==> src/rtl/cla_adder_pipe_pkg.sv <==
// cla_adder_pipe_pkg: shared defaults and operation encoding for the pipelined CLA adder
package cla_adder_pipe_pkg;
    localparam int CLA_WIDTH  = 32;
    localparam int CLA_GROUP  = 4;
    localparam int CLA_STAGES = 2;
    typedef enum logic { OP_ADD = 1'b0, OP_SUB = 1'b1 } op_e;
    function automatic logic entry_carry(op_e op, logic c_in);
        return (op == OP_SUB) | c_in;
    endfunction
endpackage

==> src/rtl/cla_adder_pipe_group.sv <==
// cla_group: first-level lookahead group producing sum bits and group generate/propagate
module cla_group #(
    parameter int GROUP = 4
) (
    input  logic [GROUP-1:0] a,
    input  logic [GROUP-1:0] b,
    input  logic             ci,
    output logic [GROUP-1:0] s,
    output logic             gm,
    output logic             pm
);
    logic [GROUP-1:0] gen, prop, c;
    assign gen  = a & b;
    assign prop = a ^ b;
    assign s    = prop ^ c;
    assign pm   = &prop;
    always_comb begin
        c[0] = ci;
        for (int i = 1; i < GROUP; i++) c[i] = gen[i-1] | (prop[i-1] & c[i-1]);
    end
    always_comb begin
        gm = 1'b0;
        for (int i = 0; i < GROUP; i++) gm = gen[i] | (prop[i] & gm);
    end
endmodule

==> src/rtl/cla_adder_pipe.sv <==
// cla_adder_pipe: pipelined two-level carry-lookahead adder/subtractor with valid/ready handshake
module cla_adder_pipe
    import cla_adder_pipe_pkg::*;
#(
    parameter int WIDTH  = CLA_WIDTH,
    parameter int GROUP  = CLA_GROUP,
    parameter int STAGES = CLA_STAGES
) (
    input  logic             clk,
    input  logic             rst_n,
    input  logic             in_valid,
    output logic             in_ready,
    input  logic [WIDTH-1:0] a,
    input  logic [WIDTH-1:0] b,
    input  logic             c_in,
    input  logic             sub,
    output logic             out_valid,
    input  logic             out_ready,
    output logic [WIDTH-1:0] sum,
    output logic             c_out,
    output logic             overflow,
    output logic             zero
);
    localparam int NG  = WIDTH / GROUP;
    localparam int GPS = NG / STAGES;
    localparam int SW  = GPS * GROUP;
    logic             adv, c_msb;
    op_e              op;
    logic [STAGES-1:0] vld, cy, st_v, st_c, st_co;
    logic [WIDTH-1:0] op_a [STAGES];
    logic [WIDTH-1:0] op_b [STAGES];
    logic [WIDTH-1:0] ps [STAGES];
    logic [WIDTH-1:0] st_a [STAGES];
    logic [WIDTH-1:0] st_b [STAGES];
    logic [WIDTH-1:0] nxt_ps [STAGES];
    logic [NG-1:0]    gm, pm, gc;
    logic [WIDTH-1:0] grp_s;
    assign op        = op_e'(sub);
    assign adv       = !out_valid || out_ready;
    assign in_ready  = adv;
    assign out_valid = vld[STAGES-1];
    assign sum       = ps[STAGES-1];
    assign c_out     = cy[STAGES-1];
    assign c_msb     = st_a[STAGES-1][WIDTH-1] ^ st_b[STAGES-1][WIDTH-1] ^ grp_s[WIDTH-1];
    if (WIDTH % GROUP != 0 || (WIDTH / GROUP) % STAGES != 0) begin : g_bad_cfg
        $error("cla_adder_pipe: illegal WIDTH/GROUP/STAGES combination");
    end
    for (genvar g = 0; g < NG; g++) begin : g_grp
        cla_group #(.GROUP(GROUP)) u_grp (
            .a  (st_a[g/GPS][g*GROUP +: GROUP]),
            .b  (st_b[g/GPS][g*GROUP +: GROUP]),
            .ci (gc[g]),
            .s  (grp_s[g*GROUP +: GROUP]),
            .gm (gm[g]),
            .pm (pm[g])
        );
    end
    // second-level lookahead: each group carry as a flat sum of products over its stage
    always_comb begin
        logic acc, term;
        gc    = '0;
        st_co = '0;
        for (int s = 0; s < STAGES; s++)
            for (int j = 0; j <= GPS; j++) begin
                acc = st_c[s];
                for (int k = 0; k < j; k++) acc &= pm[s*GPS+k];
                for (int i = 0; i < j; i++) begin
                    term = gm[s*GPS+i];
                    for (int k = i + 1; k < j; k++) term &= pm[s*GPS+k];
                    acc |= term;
                end
                if (j < GPS) gc[s*GPS+j] = acc;
                else st_co[s] = acc;
            end
    end
    for (genvar s = 0; s < STAGES; s++) begin : g_stage
        localparam int LO = s * SW;
        if (s == 0) begin : g_head
            assign st_v[s] = in_valid;
            assign st_a[s] = a;
            assign st_b[s] = op == OP_SUB ? ~b : b;
            assign st_c[s] = entry_carry(op, c_in);
        end else begin : g_body
            assign st_v[s] = vld[s-1];
            assign st_a[s] = op_a[s-1];
            assign st_b[s] = op_b[s-1];
            assign st_c[s] = cy[s-1];
            assign nxt_ps[s][LO-1:0] = ps[s-1][LO-1:0];
        end
        assign nxt_ps[s][LO +: SW] = grp_s[LO +: SW];
        if (s < STAGES - 1) begin : g_upper
            assign nxt_ps[s][WIDTH-1:LO+SW] = '0;
        end
        always_ff @(posedge clk)
            if (!rst_n) begin
                vld[s] <= 1'b0;
                ps[s]  <= '0;
                cy[s]  <= 1'b0;
            end else if (adv) begin
                vld[s] <= st_v[s];
                if (st_v[s]) begin
                    op_a[s] <= st_a[s];
                    op_b[s] <= st_b[s];
                    ps[s]   <= nxt_ps[s];
                    cy[s]   <= st_co[s];
                end
            end
    end
    always_ff @(posedge clk)
        if (!rst_n) begin
            overflow <= 1'b0;
            zero     <= 1'b0;
        end else if (adv && st_v[STAGES-1]) begin
            overflow <= c_msb ^ st_co[STAGES-1];
            zero     <= nxt_ps[STAGES-1] == '0;
        end
endmodule

==> config.mk <==
export PLATFORM = sky130hd
export DESIGN_NAME = cla_adder_pipe
export DESIGN_NICKNAME = d
export VERILOG_FILES = /design/src/rtl/cla_adder_pipe_pkg.sv /design/src/rtl/cla_adder_pipe_group.sv /design/src/rtl/cla_adder_pipe.sv
export SDC_FILE = /design/constraint.sdc
export NUM_CORES = 1
export LEC_CHECK = 0
export BUFFER_PORTS_ARGS = -buffer_cell sky130_fd_sc_hd__buf_2
export CORE_ASPECT_RATIO = 0.5
export CORE_UTILIZATION = 50
export DETAILED_ROUTE_END_ITERATION = 10
export GPL_TIMING_DRIVEN = 0
export PLACE_DENSITY = 0.75
export SETUP_SLACK_MARGIN = 0.2
export SLEW_MARGIN = 40
export SYNTH_ARGS = -nofsm -noshare
export SYNTH_HDL_FRONTEND = slang
export SYNTH_SLANG_ARGS = --single-unit
==> constraint.sdc <==
create_clock -name clk -period 11.2 [get_ports clk]
set_input_delay 1.12 -clock clk [delete_from_list [all_inputs] [get_ports clk]]
set_output_delay 1.12 -clock clk [all_outputs]
set_load 0.01 [all_outputs]
# [Word-level counts from Yosys, hierarchy flattened]
# Memory sizes are Yosys's and may differ from the RTL's.
# Cells that the tools add are included.
[op_classes] n_mux=12 n_bitwise=167 reduce_logical=14
[op_table] op="32-bit 2-to-1 mux" n=3
[op_table] op="1-bit bitwise OR" n=71
[op_table] op="1-bit bitwise AND" n=68
[op_table] op="4-bit bitwise XOR" n=16
[op_table] op="4-bit bitwise AND" n=8
[op_table] op="32-bit logical NOT" n=1
[op_table] op="32-bit NOT" n=1
[op_table] op="4-bit AND reduction" n=8
[op_table] op="1-bit 2-to-1 mux" n=9
[op_table] op="2-bit AND reduction" n=2
[op_table] op="1-bit bitwise XOR" n=3
[op_table] op="1-bit logical AND" n=1
[op_table] op="1-bit logical NOT" n=1
[op_table] op="1-bit logical OR" n=1
[totals] input_bits=70 memories=3 wordCells=202 output_inout_bits=37 reg_bits=6 ramBits=192
[mem_list] memory="op_a" words=2 width=32 read_ports=1 rd_clocked_by_memory_dff=0 write_ports=2 line_no="cla_adder_pipe.sv:30" rtl="logic [WIDTH-1:0] op_a [STAGES];"
[mem_list] memory="op_b" words=2 width=32 read_ports=1 rd_clocked_by_memory_dff=0 write_ports=2 line_no="cla_adder_pipe.sv:31" rtl="logic [WIDTH-1:0] op_b [STAGES];"
[mem_list] memory="ps" words=2 width=32 read_ports=2 rd_clocked_by_memory_dff=0 write_ports=2 line_no="cla_adder_pipe.sv:32" rtl="logic [WIDTH-1:0] ps [STAGES];"

# [Depth between registers and ports, before layout]
[depth] ltp_word=22 depth_mapped=14

# [By module]
# Synthesis repeated with hierarchy kept, for this count alone.
[unflattened] hier_cells=369 hier_area_um2=4798.4
[by_module_without_submodules] module="cla_adder_pipe" seq_area_each_um2=2522.4 cells_per_inst=225 area_each_um2=3477.1 instances=1
[by_module_without_submodules] module="cla_group" seq_area_each_um2=0.0 cells_per_inst=18 area_each_um2=165.2 instances=8

# [Least setup slack after synthesis]
# Ideal clock, no wire load.
[synth_path] kind="input to register" startpoint="in sub" endpoint="mem ps[0][11] (netlist bit) (data pin)" arrival_time_ns=3.982 path_buffers=2 required_time_ns=10.938 path_slack_ns=6.956 path_stages=14 path_cell_list="clkbuf_1 -> buf_2 -> xor2_1 -> ha_1 -> o21a_1 -> o21ai_0 -> a21oi_1 -> nand2b_1 -> a21oi_1 -> fa_1 -> fa_1 -> fa_1 -> xor2_1 -> nor2_1"
[synth_rtl] element="start: declaration" line_no="cla_adder_pipe.sv:16" rtl="input logic sub,"
[synth_rtl] element="end: declaration" line_no="cla_adder_pipe.sv:32"

==> run summary <==
status: completed
Worst-Margin Slew: 0.767 ns
worst vdd ir: 0.0719 mV
first-pass GRT wire length: 14400 um
die width: 139 um
# clock sinks: 86
DRC: 0
Critical Path Start Type: primary input
setup violators final: 0
Yosys reg bits: 86
Detail Placement HPWL: 7130 um
Routed Antenna Nets: 0
gp weighted congestion: 0.815
Clock transition at path regs: 0.06 ns
total nets after synthesis: 490
GRT Util Overall: 19.9%
1st-pass router iterations: 5
H-tree levels: 3
final period utilization: 38.9%
Netlist cell types: 37
yosys warns: 0
register area share after synthesis: 53.5%
crit path cell chain: clkbuf_1 > buf_2 > xor2_1 > ha_1 > o21a_1 > o21ai_0 > a21oi_1 > nand2b_1 > a21oi_1 > fa_1 > fa_1 > fa_1 > xor2_1 > nor2_1
CP Capture Type: flop
final WL: 9090 um
max incr delay on CP: 0.42 ns
Syn Inst Count: 364
Post-CTS Setup Bufs: 0
Fin. Hold Viols: 0
cell taking the most area after synthesis: edfxtp_1
CP required: 11.28 ns
number of DRC markers in iteration 0: 133
IO Count: 107
hold_ws: 0.533 ns
final net count: 606
initial core utilization: 52.8%
crit path DAT: 4.44 ns
# fillers: 690
Cell Area, Synth: 4710 um2
Top FF cell, synth: edfxtp_1
fin crit period: 4.35 ns
Rel. slew slack: 48.7%
antenna violations before repair: 0
max-slew violations: 0
Core Area: 8920 um2
Area growth syn-to-layout: 21.3%
TritonCTS buffer count: 9
Crit-path slowest cell: fa_1
R2R Setup Slk: 6.91 ns
power density cells: 150 nW/um2
grt total ovfl: 0
Longest Clk Path Bufs: 2
clk_skew: 0.00826 ns
Min-Delay Path Class: reg -> reg
pin count of the biggest net entering global routing: 34
Max Fclk: 0.230 GHz
Max-cap violations: 0
CTS root buffer: clkbuf_16
critical path class: in -> reg
Placement Rows: 24
Mean Syn Cell Area: 12.9 um2
Die Span Y: 70.6 um
Via density: 5.07
leakage: 2.59 nW
share of the synthesized area in the top cell type: 51.0%
fraction of layout cells with a size suffix above 1: 26.6%
ANT cells: 0
Die ar.: 9840 um2
via count: 3055
most used cell, CP: fa_1
number of flops mapped to enable cells by yosys: 80
post-DR wirelength/cell: 15.1 um
worst-path fanout max: 10
asr flop ratio synth: 0%
vias in the first global route: 2946
clock latency on the worst-skew pair: 0.34 ns
Synth area leaders: edfxtp_1 (51%), fa_1 (10%), ha_1 (8.5%)
hold buffer count at cts: 0
post_cts resized: 0
PortBufs: 105
setup TNS: 0 ns
RSZ-0062 raised after global routing: false
TritonCTS clock tree: built
cell type report:
| cell class | count | area [um2] | area share [%] |
|---|---|---|---|
| clock buffers | 9 | 225 | 3.94 |
| multi-input cells | 233 | 2020 | 35.3 |
| flip-flops and latches | 86 | 2520 | 44.2 |
| clock inverters | 7 | 103 | 1.80 |
| well taps | 117 | 146 | 2.56 |
| plain buffers | 9 | 37.5 | 0.657 |
| repair buffers | 105 | 526 | 9.20 |
| inverters | 36 | 135 | 2.37 |
layout by cell type (no fill, tap or decap), types with 2 or more instances in the layout:
master and n:
fa_1 24, clkbuf_1 6, inv_2 2, and2_1 29, bufinv_16 2, dfxtp_1 6, nor2_1 27, a21oi_1 13
ha_1 32, clkbuf_16 9, nand2_1 9, nand3_1 5, nor4_1 8, xnor2_1 4, a21o_1 9, inv_6 4
o21ai_0 6, buf_2 108, edfxtp_1 80, o21a_1 3, nor2b_1 3, nand4_1 8, inv_1 34, xor2_1 36
flip-flops by register name, indices dropped and copies added (netlist names):
signal     flops
op_b          16
cy             1
overflow       1
op_a          16
c_out          1
ps            48
out_valid      1
st_v           1
zero           1
critical path: cells and delay by family:
kind,cells,cell delay (ns)
AOI/OAI and AO/OA,4,0.51
xor gates and xnor gates,2,0.32
adders and majority gates,4,1.54
buffers and inverters,2,0.67
and+or+nand+nor,2,0.26
worst paths after layout:
path                                   to  cells past startpoint        start
worst max-delay path            ps[0][11]                     14          sub
worst min-delay path             overflow                      2     overflow
worst max register to register       zero                     14  op_b[0][17]
worst min register to register   overflow                      2     overflow
metrics by stage:
stage | total power, mW | utilization (%) | std cells | worst slack [ns] | cell area, um2
2_1_floorplan | 0.485 | - | 364 | 6.96 | 4710
3_3_place_gp | 0.534 | 60.4 | 586 | 6.50 | 5380
3_5_place_dp | 0.537 | 60.4 | 586 | 6.46 | 5390
4_1_cts | 0.862 | 64.1 | 602 | 6.82 | 5710
5_1_grt | 0.893 | 64.1 | 602 | 6.58 | 5710
6_report | 0.856 | 64.1 | 602 | 6.85 | 5710
logic make-up (layout without fill, tap and decap cells):
| kind of cell | Yosys count | in the layout | synth area share [%] |
|---|---|---|---|
| AO/OA/AOI/OAI | 40 | 40 | 5.74 |
| XOR/XNOR | 40 | 40 | 7.44 |
| adder cells (fa/ha/maj) | 56 | 56 | 18.7 |
| buffers and inverters | 45 | 166 | 3.67 |
| flip-flops | 86 | 86 | 53.5 |
| AND/OR/NAND/NOR | 97 | 97 | 10.9 |
per-layer routing:
metal  up-vias  part of all wire, %  track usage (%)
li1       1509                    -                -
met1      1444                   47             27.5
met2        96                   46             30.6
met3         6                  5.8             6.23
met4         0                 0.68             5.31
met5         -                    0                0
cell usage after synthesis (3+ instances only):
cell	number
buf_2	3
o21a_1	3
inv_1	35
ha_1	32
a21oi_1	13
and2_1	29
clkbuf_1	6
nand4_1	8
nand3_1	5
o21ai_0	6
nand2_1	10
a21o_1	9
fa_1	24
dfxtp_1	6
nor2b_1	3
nor4_1	8
xor2_1	36
nor2_1	27
edfxtp_1	80
xnor2_1	4
power by group:
group	switching [mW]	internal, mW	total [mW]	leakage, nW
clock network	0.126	0.198	0.324	0.157
registers	0.0106	0.379	0.390	0.863
logic	0.0803	0.0610	0.141	1.57
Note: power is estimated with default switching activity, not from simulation.
